===== src/rtl/mips_pkg.sv =====
// mips_pkg: shared types and widths for the boot-time program loader.
//   loader_state_e : loader FSM states (LOAD, DONE, ERROR)
//   WORD_W         : instruction word width (32)
//   BYTE_W         : program byte width (8)
package mips_pkg;

  localparam int WORD_W = 32;
  localparam int BYTE_W = 8;

  typedef enum logic [1:0] {
    LOAD  = 2'd0,
    DONE  = 2'd1,
    ERROR = 2'd2
  } loader_state_e;

endpackage


===== src/rtl/byte_packer.sv =====
// byte_packer: gathers accepted bytes into a 32-bit word.
//   clk, rst  : clock, synchronous active-high reset
//   clr       : discard any partial word (used on restart)
//   accept    : a byte is consumed this cycle
//   in_data   : the byte being consumed
//   in_last   : the byte is the final one of the image
//   commit    : this accept completes a word (lane 3 filled, or last byte)
//   word      : assembly register with the current byte already merged in,
//               valid to register whenever commit is high
module byte_packer
  import mips_pkg::*;
#(
  parameter bit BIG_ENDIAN = 1'b1
) (
  input  logic              clk,
  input  logic              rst,
  input  logic              clr,
  input  logic              accept,
  input  logic [BYTE_W-1:0] in_data,
  input  logic              in_last,
  output logic              commit,
  output logic [WORD_W-1:0] word
);

  logic [1:0]        byte_idx_q, byte_idx_d;
  logic [WORD_W-1:0] asm_q, asm_d;
  logic [1:0]        lane;
  logic [WORD_W-1:0] merged;

  always_comb begin
    // Big-endian puts byte 0 in the top lane, matching MIPS memory order.
    lane   = BIG_ENDIAN ? (2'd3 - byte_idx_q) : byte_idx_q;
    merged = asm_q;
    case (lane)
      2'd0:    merged[7:0]   = in_data;
      2'd1:    merged[15:8]  = in_data;
      2'd2:    merged[23:16] = in_data;
      default: merged[31:24] = in_data;
    endcase

    commit = accept && ((byte_idx_q == 2'd3) || in_last);
    word   = merged;

    byte_idx_d = byte_idx_q;
    asm_d      = asm_q;
    if (clr || commit) begin
      // Clearing on the commit edge lets the next byte start a fresh word
      // in the very next cycle, so unfilled lanes of a short word read 0.
      byte_idx_d = 2'd0;
      asm_d      = '0;
    end else if (accept) begin
      byte_idx_d = byte_idx_q + 2'd1;
      asm_d      = merged;
    end
  end

  always_ff @(posedge clk) begin
    if (rst) begin
      byte_idx_q <= 2'd0;
      asm_q      <= '0;
    end else begin
      byte_idx_q <= byte_idx_d;
      asm_q      <= asm_d;
    end
  end

endmodule


===== src/rtl/imem_loader.sv =====
// imem_loader: boot-time program loader in front of the IF stage.
// Receives a byte stream, assembles 32-bit instruction words and writes them
// to instruction memory at word addresses 0,1,2,...; holds the core in reset
// (core_run = 0) until the final word is written.
//   clk, rst    : clock, synchronous active-high reset
//   in_valid/in_data/in_last/in_ready : byte stream input
//   restart     : pulse, honoured only in DONE or ERROR
//   imem_we/imem_addr/imem_wdata      : one-cycle write per word
//   core_run    : 1 = core released
//   word_count  : words written in the current load
//   error       : image exceeded 2**ADDR_WIDTH words
//   dbg_state   : loader FSM state
//
// Handshake: a byte transfers on every rising edge where in_valid && in_ready
// are both high; in_ready does not depend on in_valid, and a byte offered
// while in_ready is low stays with the producer.
module imem_loader
  import mips_pkg::*;
#(
  parameter int ADDR_WIDTH = 8,
  parameter bit BIG_ENDIAN = 1'b1
) (
  input  logic                  clk,
  input  logic                  rst,
  input  logic                  in_valid,
  input  logic [BYTE_W-1:0]     in_data,
  input  logic                  in_last,
  output logic                  in_ready,
  input  logic                  restart,
  output logic                  imem_we,
  output logic [ADDR_WIDTH-1:0] imem_addr,
  output logic [WORD_W-1:0]     imem_wdata,
  output logic                  core_run,
  output logic [ADDR_WIDTH:0]   word_count,
  output logic                  error,
  output loader_state_e         dbg_state
);

  // word_count value meaning the memory (2**ADDR_WIDTH words) is full.
  localparam logic [ADDR_WIDTH:0] FULL_COUNT = {1'b1, {ADDR_WIDTH{1'b0}}};
  localparam logic [ADDR_WIDTH:0] COUNT_ONE  = {{ADDR_WIDTH{1'b0}}, 1'b1};

  loader_state_e           state_q, state_d;
  logic [ADDR_WIDTH:0]     word_count_q, word_count_d;
  logic                    last_pend_q, last_pend_d;
  logic                    imem_we_q, imem_we_d;
  logic [ADDR_WIDTH-1:0]   imem_addr_q, imem_addr_d;
  logic [WORD_W-1:0]       imem_wdata_q, imem_wdata_d;

  logic                    full;
  logic                    take;
  logic                    pk_accept;
  logic                    pk_clr;
  logic                    pk_commit;
  logic [WORD_W-1:0]       pk_word;

  byte_packer #(
    .BIG_ENDIAN (BIG_ENDIAN)
  ) u_packer (
    .clk     (clk),
    .rst     (rst),
    .clr     (pk_clr),
    .accept  (pk_accept),
    .in_data (in_data),
    .in_last (in_last),
    .commit  (pk_commit),
    .word    (pk_word)
  );

  always_comb begin
    full = (word_count_q == FULL_COUNT);
    // in_ready drops during the final write cycle so nothing past the
    // image's last byte is consumed; otherwise it stays high while loading.
    in_ready  = (state_q == LOAD) && !last_pend_q;
    take      = in_valid && in_ready;
    // A byte arriving with memory full is consumed but discarded.
    pk_accept = take && !full;
    pk_clr    = restart && (state_q != LOAD);

    state_d      = state_q;
    word_count_d = word_count_q;
    last_pend_d  = 1'b0;
    imem_we_d    = 1'b0;
    imem_addr_d  = imem_addr_q;
    imem_wdata_d = imem_wdata_q;

    case (state_q)
      LOAD: begin
        // The final write is on the bus this cycle; release the core next.
        if (last_pend_q) state_d = DONE;
        if (take && full) state_d = ERROR;
        if (pk_commit) begin
          imem_we_d    = 1'b1;
          imem_addr_d  = word_count_q[ADDR_WIDTH-1:0];
          imem_wdata_d = pk_word;
          word_count_d = word_count_q + COUNT_ONE;
          last_pend_d  = in_last;
        end
      end
      DONE, ERROR: begin
        if (restart) begin
          state_d      = LOAD;
          word_count_d = '0;
        end
      end
      default: state_d = LOAD;
    endcase
  end

  always_ff @(posedge clk) begin
    if (rst) begin
      state_q      <= LOAD;
      word_count_q <= '0;
      last_pend_q  <= 1'b0;
      imem_we_q    <= 1'b0;
      imem_addr_q  <= '0;
      imem_wdata_q <= '0;
    end else begin
      state_q      <= state_d;
      word_count_q <= word_count_d;
      last_pend_q  <= last_pend_d;
      imem_we_q    <= imem_we_d;
      imem_addr_q  <= imem_addr_d;
      imem_wdata_q <= imem_wdata_d;
    end
  end

  assign imem_we    = imem_we_q;
  assign imem_addr  = imem_addr_q;
  assign imem_wdata = imem_wdata_q;
  assign word_count = word_count_q;
  assign core_run   = (state_q == DONE);
  assign error      = (state_q == ERROR);
  assign dbg_state  = state_q;

endmodule


===== config.mk =====
export PLATFORM = sky130hd
export DESIGN_NAME = imem_loader
export DESIGN_NICKNAME = d
export VERILOG_FILES = /design/src/rtl/mips_pkg.sv /design/src/rtl/byte_packer.sv /design/src/rtl/imem_loader.sv
export SDC_FILE = /design/constraint.sdc
export NUM_CORES = 1
export LEC_CHECK = 0
export ABC_CLOCK_PERIOD_IN_PS = 6100
export CORE_UTILIZATION = 40
export CTS_CLUSTER_SIZE = 12
export DETAILED_ROUTE_END_ITERATION = 16
export HOLD_SLACK_MARGIN = 0.15
export PLACE_DENSITY = 0.62
export SLEW_MARGIN = 30
export SYNTH_ARGS = -nofsm -noshare
export SYNTH_HDL_FRONTEND = slang
export SYNTH_SLANG_ARGS = --single-unit

===== constraint.sdc =====
create_clock -name clk -period 6.1 [get_ports clk]
set_clock_uncertainty 0.2 [all_clocks]
set_input_delay 1.83 -clock clk [delete_from_list [all_inputs] [get_ports clk]]
set_output_delay 1.83 -clock clk [all_outputs]
set_load 0.05 [all_outputs]

# Word level (Yosys, flattened, before mapping)
# Index checks and enable logic that the tools add are counted.
# word_totals
ff_bits	87
in_bits	13
out_inout_bits	55
elab_cells	56
# classes
addsub	3
n_eq_ne	9
n_mux	12
bitwise_logic	2
n_reduce_logical	22
# op_table
cell	count
8-bit 2-to-1 mux	4
9-bit 2-to-1 mux	2
9-bit case mux with 2 select lines	1
9-bit by 1-bit adder with 9-bit output (second input constant)	1
9-bit == test (second input constant)	1
2-bit == test (second input constant)	3
1-bit logical AND	6
2-bit 2-to-1 mux	3
2-bit OR reduction	3
3-bit OR reduction	2
2-bit by 1-bit == test with 1-bit output (second input constant)	2
2-bit zero test	2
2-bit != test (second input constant)	2
2-bit case mux with 2 select lines	1
2-bit AND reduction	2
2-bit nonzero test	2
3-bit by 2-bit != test with 1-bit output (second input constant)	1
3-bit AND reduction	1
2-bit by 1-bit adder with 2-bit output (second input constant)	1
1-bit zero test	2
1-bit logical OR	2
1-bit inverter	2
2-bit subtractor (first input constant)	1
1-bit 2-to-1 mux	1

# Logic depth before layout (Yosys ltp)
# Gate-level depths: netlist (run 1).
# depth
depth_word	7
ltp_mapped	10
ltp_nobuf	6

# Modules after synthesis
# From an unflattened synthesis (run 1), not the netlist that was laid out.
# hier_totals
cells_unflattened	435
hier_area_um2	4067.7
# by_module_without_submodules
mod	instances	cells_each	area_per_inst_um2	seq_area_each_um2
imem_loader	1	256	2048.2	1061.0
byte_packer	1	179	2019.4	680.7

# Least setup slack after synthesis (run 1)
# No wires, ideal clock.
# synth_path
path_kind	register to output
start	register state_q[0] (netlist: dbg_state[0])
end	output port in_ready
arrival_time_ns	1.594
required_time_ns	4.070
path_slack_ns	2.476
stages_incl_launch_ff	4
n_path_buf	0
path_cell_list	dfxtp_1 inv_1 ha_1 nor2b_1
# synth_via
elab_chain_cells	2
# synth_lines
element	line	rtl
from (decl)	imem_loader.sv:43	loader_state_e state_q, state_d;
from (signal assigned)	imem_loader.sv:119	state_q <= state_d;
2-bit zero test	imem_loader.sv:74	in_ready = (state_q == LOAD) && !last_pend_q;
1-bit logical AND	imem_loader.sv:74	
to (decl)	imem_loader.sv:28	output logic in_ready,
# No other way between the ends.

# Worst setup path in the final report (run 1)
# Same ends and word-level chain as after synthesis.

==> results of run 1 <==
## through the flow
stage | instance area [sq um] | cells
finish | 4664 | 572
global route | 4664 | 572
CTS | 4664 | 572
detailed placement | 4481 | 556
global placement | 4479 | 556
floorplan | 3844 | 398
## worst reg2reg max path: cells and delay by family, from the launching register on
family                   cells  cell delay (ps)
AO/OA/AOI/OAI                1              290
flip-flops                   1              370
adder cells (fa/ha/maj)      1              190
buffers and inverters        1              130
AND/OR/NAND/NOR              3             1490
## worst max-delay path by stage
stage	to	slack (ps)	cells past startpoint
2_1_floorplan	in_ready	2480	3
3_3_place_gp	u_packer.asm_q[21]$_SDFFE_PP0P_	1890	5
3_5_place_dp	imem_addr[2]$_SDFFE_PP0P_	1920	6
4_1_cts	in_ready	2040	4
5_1_grt	in_ready	1930	4
6_report	in_ready	2040	4
## per-layer routing
| layer | share of wire (%) | vias up |
|---|---|---|
| li1 | - | 1486 |
| met1 | 49 | 1400 |
| met2 | 44 | 74 |
| met3 | 4.2 | 18 |
| met4 | 2.3 | 0 |
| met5 | 0 | - |
## power by group through the flow
stage | combinational [mW] | sequential, mW | clock [mW]
after floorplan | 0.112 | 0.676 | 0
after global placement | 0.226 | 0.619 | 0
after detailed placement | 0.229 | 0.619 | 0
after CTS | 0.229 | 0.606 | 0.383
after global routing | 0.245 | 0.609 | 0.412
final | 0.227 | 0.606 | 0.374
## synth_stat cells (3+ instances only)
master,count
or4_1,3
a21oi_1,4
buf_2,3
buf_1,11
nor2_1,79
inv_1,9
nand4_1,4
ha_1,9
nand3_1,7
nand2b_1,3
nor2b_1,4
mux2i_1,73
nand2_1,4
o211a_1,5
o211ai_1,5
dfxtp_1,87
a211oi_1,33
a31oi_1,3
clkbuf_1,19
buf_6,7
## flip-flops by register name, summed over array words and instances, names as in the netlist
| name | flops |
|---|---|
| u_packer.byte_idx_q | 2 |
| imem_wdata | 32 |
| u_packer.asm_q | 32 |
| word_count | 9 |
| dbg_state | 2 |
| imem_we | 1 |
| last_pend_q | 1 |
| imem_addr | 8 |
## logic make-up after synthesis
family,Yosys count
adders and majority gates,9
xor gates and xnor gates,1
and+or+nand+nor,120
AOI/OAI and AO/OA,59
buffers and inverters,49
DFF,87
muxes,73
## final cells by class
type / count / area share (%)
Tap cell: 129 / 3.460
Timing Repair Buffer: 69 / 14.59
Multi-Input combinational cell: 262 / 39.94
Clock buffer: 11 / 3.246
Clock inverter: 5 / 0.6974
Sequential cell: 87 / 37.34
Inverter: 9 / 0.7242
==> impl_metrics.csv, run 1 <==
group,metric,value,unit
outcome,status,"finished, final reports clean",
pwr,switching_share,30.30,%
drt,first_pass_iters,4,
timing,period_share,66.52,%
pwr,pwr-share-seq,50.2,%
drt,post_drt_wl_per_cell,14.74,um
drt,routed_wl,8433,um
cts,post_cts_resized,0,
worst_setup_path,worst_setup_path_end_kind,"primary output",
timing,min_period,4058,ps
finish,antenna_cells,0,
finish,utilization,50.24,%
worst_setup_path,cp_max_fo,5,
global_routing,grt_use_met1,24.80,%
synthesis,synth_edf_count,0,
global_routing,top_usage_layer,"met2",
worst_setup_path,startpoint_type,"register",
worst_setup_path,r2r_setup_slack,3360,ps
synthesis,syn_inst,398,
worst_setup_path,critPathLaunch,"dbg_state[0]$_SDFFE_PP0P_",
worst_setup_path,path_cells,"inv_1 > ha_1 > nor2b_1 > clkdlybuf4s50_1",
run,cap_viol_max_count,0,
die,core_area,0.009284,sq mm
synthesis,synthMuxAreaShare,19.01,%
synthesis,synthFlopType,"dfxtp_1",
cts,clockBufferDepth,2,
worst_hold_path,holdCritPathClass,"register to register",
finish,mostFrequentLayoutCell,"dfxtp_1",
cts,h-tree-depth,3,
synthesis,synth_warnings,0,
synthesis,synth_seq_cells,87,
synthesis,netlist_area,0.003844,sq mm
worst_setup_path,cp.required,4070,ps
synthesis,async_flop_share,0,%
worst_hold_path,hold_end,"u_packer.asm_q[0]$_SDFFE_PP0P_",
worst_setup_path,r2r_cells,6,
timing,timing.hold.ws,293.7,ps
place,io_buffer_count,67,
cts,cts-root-buf,"clkbuf_8",
cts,cts_tree,"built",
global_routing,grt_overflow_total,0,
place,dp.final_hpwl,5490,um
pwr,internal-power,0.8416,mW
worst_setup_path,criticalPathCategory,"register to primary output",
synthesis,postSynthAreaPerCell,9.658,sq um
drt,route.detailed.drc,0,
finish,area_growth,21.35,%
drt,ant_nets,0,
pwr,ir_worst_vdd,130.9,uV
pwr,power_leakage,1.607,nW
finish,fillers,910,
drt,via_per_inst,5.206,
cts,clock_latency,350,ps
die,die_area,0.01001,sq mm
worst_setup_path,slowest_stage,"clkdlybuf4s50_1",
timing,grt_setup_unrepaired,"no",
die,dieHeight,100.0,um
worst_setup_path,rr_endpoint,"u_packer.asm_q[30]$_SDFFE_PP0P_",
synthesis,synth_area_leader_cell,"dfxtp_1",
global_routing,met2_usage,26.95,%
finish,final_cell_mix,"dfxtp_1 (87), nor2_1 (79), mux2i_1 (73), clkdlybuf4s50_1 (66), a211oi_1 (33)",
worst_setup_path,cp_slowest_stage_delay,830,ps
place,globalplace.congestion,0.7873,
timing,max_slew_margin,46.05,%
die,io-pin-count,68,
synthesis,synthTopCellsByArea,"dfxtp_1 (45%), mux2i_1 (19%), nor2_1 (7.7%)",
pwr,p_per_area,258.9,mW/mm^2
synthesis,ys_seq_area_share,45.31,%
worst_setup_path,cp_top_family,"buffers and inverters",
global_routing,track_usage,17.93,%
worst_setup_path,arrival,2030,ps
synthesis,synth_top_area_share,45.31,%
cts,holdBufCountCts,0,
timing,finalMaxSlewViolations,0,
global_routing,grtUsageMet3,3.969,%
worst_setup_path,path_buf_inv,2,
timing,fin_ws,2042,ps
cts,numCtsBuffers,9,
pwr,finalPower,1.208,mW
timing,setup-tns-final,0,ps
finish,regArea,0.001742,sq mm
pwr,p_switching,0.3659,mW
die,die_w,100.0,um
timing,finalHoldViolations,0,
timing,fmax,246.4,MHz
die,placementRows,35,
synthesis,yosys.area_share.adder,2.930,%
place,pre_cts_slack,1917,ps
synthesis,syn-num-nets,420,
synthesis,synth-simple-area-share,14.65,%
finish,nNetsFinal,460,
worst_hold_path,hold_start,"u_packer.asm_q[0]$_SDFFE_PP0P_",
timing,tightestPinTransition,809.2,ps
global_routing,grt_max_degree,79,
pwr,p_clk_share,31.0,%
global_routing,grt_pass1_wl,13970,um
cts,clk_pin_slew,80,ps
pwr,combPwrFrac,18.8,%
global_routing,grt_pass1_vias,2773,
synthesis,ys_types,41,
synthesis,synth-xor-area-share,0.2279,%
timing,setup_viol,0,
finish,drive_above_1_share,5.418,%
die,initial_core_util,41.40,%
synthesis,synth_top_family_by_area,"multiplexers",
global_routing,antenna_found_initial,0,
cts,clock-sinks,87,
synthesis,synth-compound-area-share,11.62,%
drt,vias,2978,
worst_hold_path,min_delay_path_depth,2,
drt,drt_iter0_drc,109,
cts,postCtsSetupBuffers,0,
worst_setup_path,reg2reg_from,"word_count[0]$_SDFFE_PP0P_",
finish,multi_input_area,0.001863,sq mm
(Power assumes the default switching activity.)
==> run 2: changes to the inputs <==
--- a/config.mk
+++ b/config.mk
@@ -5,7 +5,7 @@
 export SDC_FILE = /design/constraint.sdc
 export NUM_CORES = 1
 export LEC_CHECK = 0
-export ABC_CLOCK_PERIOD_IN_PS = 6100
+export ABC_CLOCK_PERIOD_IN_PS = 4250
 export CORE_UTILIZATION = 40
 export CTS_CLUSTER_SIZE = 12
 export DETAILED_ROUTE_END_ITERATION = 16
==> constraint.sdc (replaced) <==
create_clock -name clk -period 4.25 [get_ports clk]
set_clock_uncertainty 0.2 [all_clocks]
set_input_delay 1.275 -clock clk [delete_from_list [all_inputs] [get_ports clk]]
set_output_delay 1.275 -clock clk [all_outputs]
set_load 0.05 [all_outputs]
==> run 2 against run 1 <==
Net effect: count of clock-buffer cells in the layout down 2; sequential power up 44%; die area unchanged; critical endpoint unchanged; largest power group unchanged; hold slack better by 4.4 ps; setup slack worse by 1300 ps.
==> impl_metrics.csv, run 2 (synthesized netlist as in run 1, its figures left out) <==
group,metric,value,unit
place,pre_cts_slack,909.0,ps
pwr,finalPower,1.793,mW
worst_setup_path,slowest_stage,"clkdlybuf4s50_1",
worst_setup_path,arrival,2050,ps
die,core_area,0.009284,sq mm
worst_setup_path,cp.required,2770,ps
finish,regArea,0.001742,sq mm
global_routing,grt_pass1_vias,2714,
timing,grt_setup_unrepaired,"no",
worst_setup_path,cp_max_fo,5,
worst_hold_path,holdCritPathClass,"register to register",
timing,setup_viol,0,
finish,multi_input_area,0.001862,sq mm
timing,max_slew_margin,60.82,%
pwr,p_per_area,381.6,mW/mm^2
place,place_inst,558,
timing,fmax,284.0,MHz
die,initial_core_util,41.40,%
cts,cts_tree,"built",
pwr,switching_share,30.53,%
global_routing,track_usage,17.47,%
die,placementRows,35,
worst_setup_path,cp_slowest_stage_delay,820,ps
cts,clock-sinks,87,
place,dp.final_hpwl,5676,um
worst_setup_path,worst_setup_path_end_kind,"primary output",
timing,min_period,3521,ps
finish,drive_above_1_share,5.618,%
cts,post_cts_resized,0,
worst_setup_path,path_buf_inv,2,
pwr,p_clk_share,33.3,%
die,dieHeight,100.0,um
place,globalplace.congestion,0.8313,
drt,post_drt_wl_per_cell,14.70,um
cts,h-tree-depth,3,
cts,postCtsSetupBuffers,0,
pwr,combPwrFrac,18.2,%
timing,tightestPinTransition,587.6,ps
drt,route.detailed.drc,0,
timing,timing.hold.ws,298.0,ps
pwr,power_leakage,1.632,nW
drt,first_pass_iters,4,
die,io-pin-count,68,
cts,numCtsBuffers,9,
worst_setup_path,startpoint_type,"register",
worst_setup_path,criticalPathCategory,"register to primary output",
drt,ant_nets,0,
worst_setup_path,cp_top_family,"buffers and inverters",
run,cap_viol_max_count,0,
drt,drt_iter0_drc,121,
pwr,pwr-share-seq,48.5,%
global_routing,grt_max_degree,41,
global_routing,antenna_found_initial,0,
timing,fin_ws,729.5,ps
cts,holdBufCountCts,0,
cts,clk_pin_slew,90,ps
global_routing,grt_overflow_total,0,
pwr,ir_worst_vdd,175.8,uV
outcome,status,"finished, final reports clean",
die,die_w,100.0,um
finish,nNetsFinal,462,
timing,finalHoldViolations,0,
finish,fillers,906,
worst_setup_path,path_cells,"inv_1 > ha_1 > nor2b_1 > clkdlybuf4s50_1",
finish,final_cell_mix,"dfxtp_1 (87), nor2_1 (79), mux2i_1 (73), clkdlybuf4s50_1 (66), a211oi_1 (33)",
global_routing,grt_pass1_wl,13540,um
drt,routed_wl,8436,um
drt,via_per_inst,5.169,
finish,antenna_cells,0,
place,io_buffer_count,67,
cts,clock_latency,360,ps
pwr,p_switching,0.5474,mW
pwr,internal-power,1.246,mW
finish,mostFrequentLayoutCell,"dfxtp_1",
finish,area_growth,22.23,%
die,die_area,0.01001,sq mm
drt,vias,2967,
timing,finalMaxSlewViolations,0,
timing,setup-tns-final,0,ps
cts,clockBufferDepth,2,
cts,cts-root-buf,"clkbuf_8",
timing,period_share,82.84,%
finish,final_cells,574,
[run 2: cell count changes in the layout (fill, tap and decap cells not counted)]
cell,delta
clkinv_2,-1
or3_2,-1
clkinvlp_4,-2
bufinv_16,+1
inv_6,+1
clkbuf_8,-2
or3_1,+1
buf_4,+2
clkinv_4,+2
inv_8,+1
[run 2: metal layers]
metal	GRT usage (%)	share of wire [%]	routed length (um)
met5	0	0	0
met4	6.912	1.5	128
met3	3.552	5.1	429
met2	27.96	45	3801
met1	23.18	48	4076
[run 2: area by class of cell]
| class | count | area share, % |
|---|---|---|
| Sequential cell | 87 | 37.07 |
| Inverter | 9 | 0.7190 |
| Timing Repair Buffer | 71 | 14.81 |
| Clock inverter | 7 | 1.704 |
| Multi-Input combinational cell | 262 | 39.63 |
| Clock buffer | 9 | 2.636 |
| Tap cell | 129 | 3.435 |
[run 2: worst paths after layout]
kind / to / slack (ps) / cells past startpoint / startpoint
setup / recovery: in_ready / 730 / 4 / dbg_state[0]$_SDFFE_PP0P_
hold / removal: imem_addr[5]$_SDFFE_PP0P_ / 300 / 2 / imem_addr[5]$_SDFFE_PP0P_
setup reg to reg: u_packer.asm_q[31]$_SDFFE_PP0P_ / 1670 / 7 / word_count[0]$_SDFFE_PP0P_
hold reg to reg: imem_addr[5]$_SDFFE_PP0P_ / 300 / 2 / imem_addr[5]$_SDFFE_PP0P_
[run 2: worst register-to-register path, delay by kind of cell, from the launching register on]
| kind | cells | cell delay (ps) |
|---|---|---|
| compound gates | 1 | 300 |
| fa+ha+maj | 1 | 190 |
| buf+inv | 2 | 400 |
| simple gates | 3 | 1030 |
| flops | 1 | 390 |
[run 2: power groups by stage]
stage	Sequential, mW	Combinational, mW	Clock, mW
after floorplan	0.970	0.161	0
after global placement	0.888	0.325	0
after detailed placement	0.889	0.329	0
after CTS	0.870	0.330	0.613
after global routing	0.874	0.350	0.649
final	0.870	0.327	0.596
[run 2: stage by stage]
stage	instance area (sq um)	utilization, %
3_5_place_dp	4494	48.41
4_1_cts	4698	50.61
6_report	4698	50.61
2_1_floorplan	3844	-
5_1_grt	4698	50.61
3_3_place_gp	4494	48.41
==> run 3: changes to the inputs <==
--- a/config.mk
+++ b/config.mk
@@ -5,12 +5,12 @@
 export SDC_FILE = /design/constraint.sdc
 export NUM_CORES = 1
 export LEC_CHECK = 0
-export ABC_CLOCK_PERIOD_IN_PS = 4250
+export ABC_CLOCK_PERIOD_IN_PS = 3200
 export CORE_UTILIZATION = 40
 export CTS_CLUSTER_SIZE = 12
 export DETAILED_ROUTE_END_ITERATION = 16
 export HOLD_SLACK_MARGIN = 0.15
-export PLACE_DENSITY = 0.62
+export PLACE_DENSITY = 0.65
 export SLEW_MARGIN = 30
 export SYNTH_ARGS = -nofsm -noshare
 export SYNTH_HDL_FRONTEND = slang
==> constraint.sdc (replaced) <==
create_clock -name clk -period 3.2 [get_ports clk]
set_clock_uncertainty 0.2 [all_clocks]
set_input_delay 0.96 -clock clk [delete_from_list [all_inputs] [get_ports clk]]
set_output_delay 0.96 -clock clk [all_outputs]
set_load 0.05 [all_outputs]
==> run 3 against run 2 <==
Net effect: via count grew 1.3%; clock power grew 15%; sequential cell count is the same; routed wire length grew 2.5%.
==> impl_metrics.csv, run 3 (synthesized netlist as in run 1, its figures left out) <==
group,metric,value,unit
global_routing,antenna_found_initial,0,
finish,fillers,908,
die,placementRows,35,
worst_setup_path,r2r_cells,7,
global_routing,grt_overflow_total,0,
finish,drive_above_1_share,5.817,%
drt,via_per_inst,5.217,
run,cap_viol_max_count,0,
drt,vias,3005,
cts,postCtsSetupBuffers,0,
worst_setup_path,rr_endpoint,"u_packer.asm_q[31]$_SDFFE_PP0P_",
finish,final_area,0.004720,sq mm
cts,post_cts_resized,1,
drt,wl_met2,4036,um
timing,setup-tns-final,0,ps
global_routing,grt_max_degree,44,
die,die_w,100.0,um
place,io_buffer_count,67,
die,dieHeight,100.0,um
global_routing,track_usage,18.00,%
global_routing,grt_pass1_wl,14090,um
drt,wl_met3,353,um
drt,drt_iter0_drc,182,
finish,nNetsFinal,464,
worst_setup_path,cp.required,2040,ps
worst_hold_path,holdCritPathClass,"register to register",
finish,utilization,50.84,%
outcome,status,"finished, final reports clean",
timing,setup_viol,0,
worst_hold_path,hold_start,"u_packer.asm_q[28]$_SDFFE_PP0P_",
drt,routed_wl,8651,um
place,placed_cell_area,0.004547,sq mm
worst_setup_path,criticalPathCategory,"register to primary output",
worst_setup_path,r2r_setup_slack,560,ps
drt,first_pass_iters,5,
cts,h-tree-depth,3,
worst_setup_path,reg2reg_from,"word_count[0]$_SDFFE_PP0P_",
cts,clock-sinks,87,
global_routing,grt_pass1_vias,2823,
die,initial_core_util,41.40,%
worst_setup_path,cp_slowest_stage_delay,890,ps
timing,finalMaxSlewViolations,0,
place,dp.final_hpwl,5929,um
worst_setup_path,slowest_stage,"clkdlybuf4s50_1",
cts,cts-root-buf,"clkbuf_8",
cts,numCtsBuffers,9,
drt,post_drt_wl_per_cell,15.02,um
worst_setup_path,cp_top_family,"buffers and inverters",
drt,ant_nets,0,
cts,clockBufferDepth,2,
timing,min_period,2966,ps
pwr,p_per_area,484.2,mW/mm^2
finish,mostFrequentLayoutCell,"dfxtp_1",
cts,holdBufCountCts,0,
finish,final_cell_mix,"dfxtp_1 (87), nor2_1 (79), mux2i_1 (73), clkdlybuf4s50_1 (65), a211oi_1 (33)",
place,globalplace.congestion,0.8596,
die,die_area,0.01001,sq mm
timing,max_slew_margin,61.80,%
drt,top_layer,"met4",
pwr,ir_worst_vdd,272.1,uV
drt,route.detailed.drc,0,
cts,clock_latency,350,ps
die,core_area,0.009284,sq mm
finish,area_growth,22.79,%
timing,finalHoldViolations,0,
timing,tightestPinTransition,573.0,ps
worst_setup_path,path_buf_inv,1,
worst_setup_path,worst_setup_path_end_kind,"primary output",
worst_hold_path,hold_end,"u_packer.asm_q[28]$_SDFFE_PP0P_",
finish,antenna_cells,0,
worst_setup_path,path_cells,"clkdlybuf4s50_1",
timing,period_share,92.68,%
pwr,finalPower,2.285,mW
cts,clk_pin_slew,90,ps
pwr,power_leakage,1.635,nW
timing,fmax,337.2,MHz
timing,grt_setup_unrepaired,"no",
worst_setup_path,arrival,1810,ps
cts,cts_tree,"built",
worst_setup_path,startpoint_type,"register",
worst_setup_path,cp_max_fo,11,
drt,met1_length,4117,um
die,io-pin-count,68,
worst_hold_path,min_delay_path_depth,2,
## run 3: area by class of cell
cell class	instances	area, sq um	area share (%)
multi-input combinational	262	1862	39.45
sequential	87	1742	36.90
timing repair buffer	73	747.0	15.83
tap	129	161.4	3.420
clock buffer	10	127.6	2.704
clock inverter	6	46.29	0.9809
inverter	9	33.78	0.7158
## run 3: per-layer routing
layer  global-route usage, %  vias up
met5                       0        -
met4                   7.469        0
met3                   3.273       11
met2                   28.65       84
met1                   24.11     1418
li1                        -     1492
## run 3: per-stage QoR
stage	setup WS (ps)	std cells	hold WS (ps)
floorplan	446.0	398	259.6
global placement	254.4	560	272.7
detailed placement	202.5	560	280.3
CTS	216.0	576	301.8
global route	151.5	576	324.4
finish	234.3	576	297.3
## run 3: how the worst max path moves through the flow
stage,start,end,slack [ps],cells past startpoint
4_1_cts,word_count[2]$_SDFFE_PP0P_,word_count[2],220,1
6_report,word_count[2]$_SDFFE_PP0P_,word_count[2],230,1
5_1_grt,dbg_state[0]$_SDFFE_PP0P_,in_ready,150,4
2_1_floorplan,dbg_state[0]$_SDFFE_PP0P_,in_ready,450,3
3_5_place_dp,in_valid,imem_addr[0]$_SDFFE_PP0P_,200,6
3_3_place_gp,in_valid,imem_addr[1]$_SDFFE_PP0P_,250,6
## run 3: power by group
| part | total [mW] | switching, mW | internal, mW |
|---|---|---|---|
| sequential | 1.16 | 0.0278 | 1.13 |
| clock | 0.686 | 0.400 | 0.286 |
| combinational | 0.444 | 0.281 | 0.163 |
| total | 2.29 | 0.708 | 1.58 |
## run 3: worst register-to-register path: stages, from the launching register on
cell	delay, ps
dfxtp_1	390
inv_1	150
ha_1	190
or4b_4	520
o211a_2	370
or3_1	420
buf_12	190
nor2_1	140
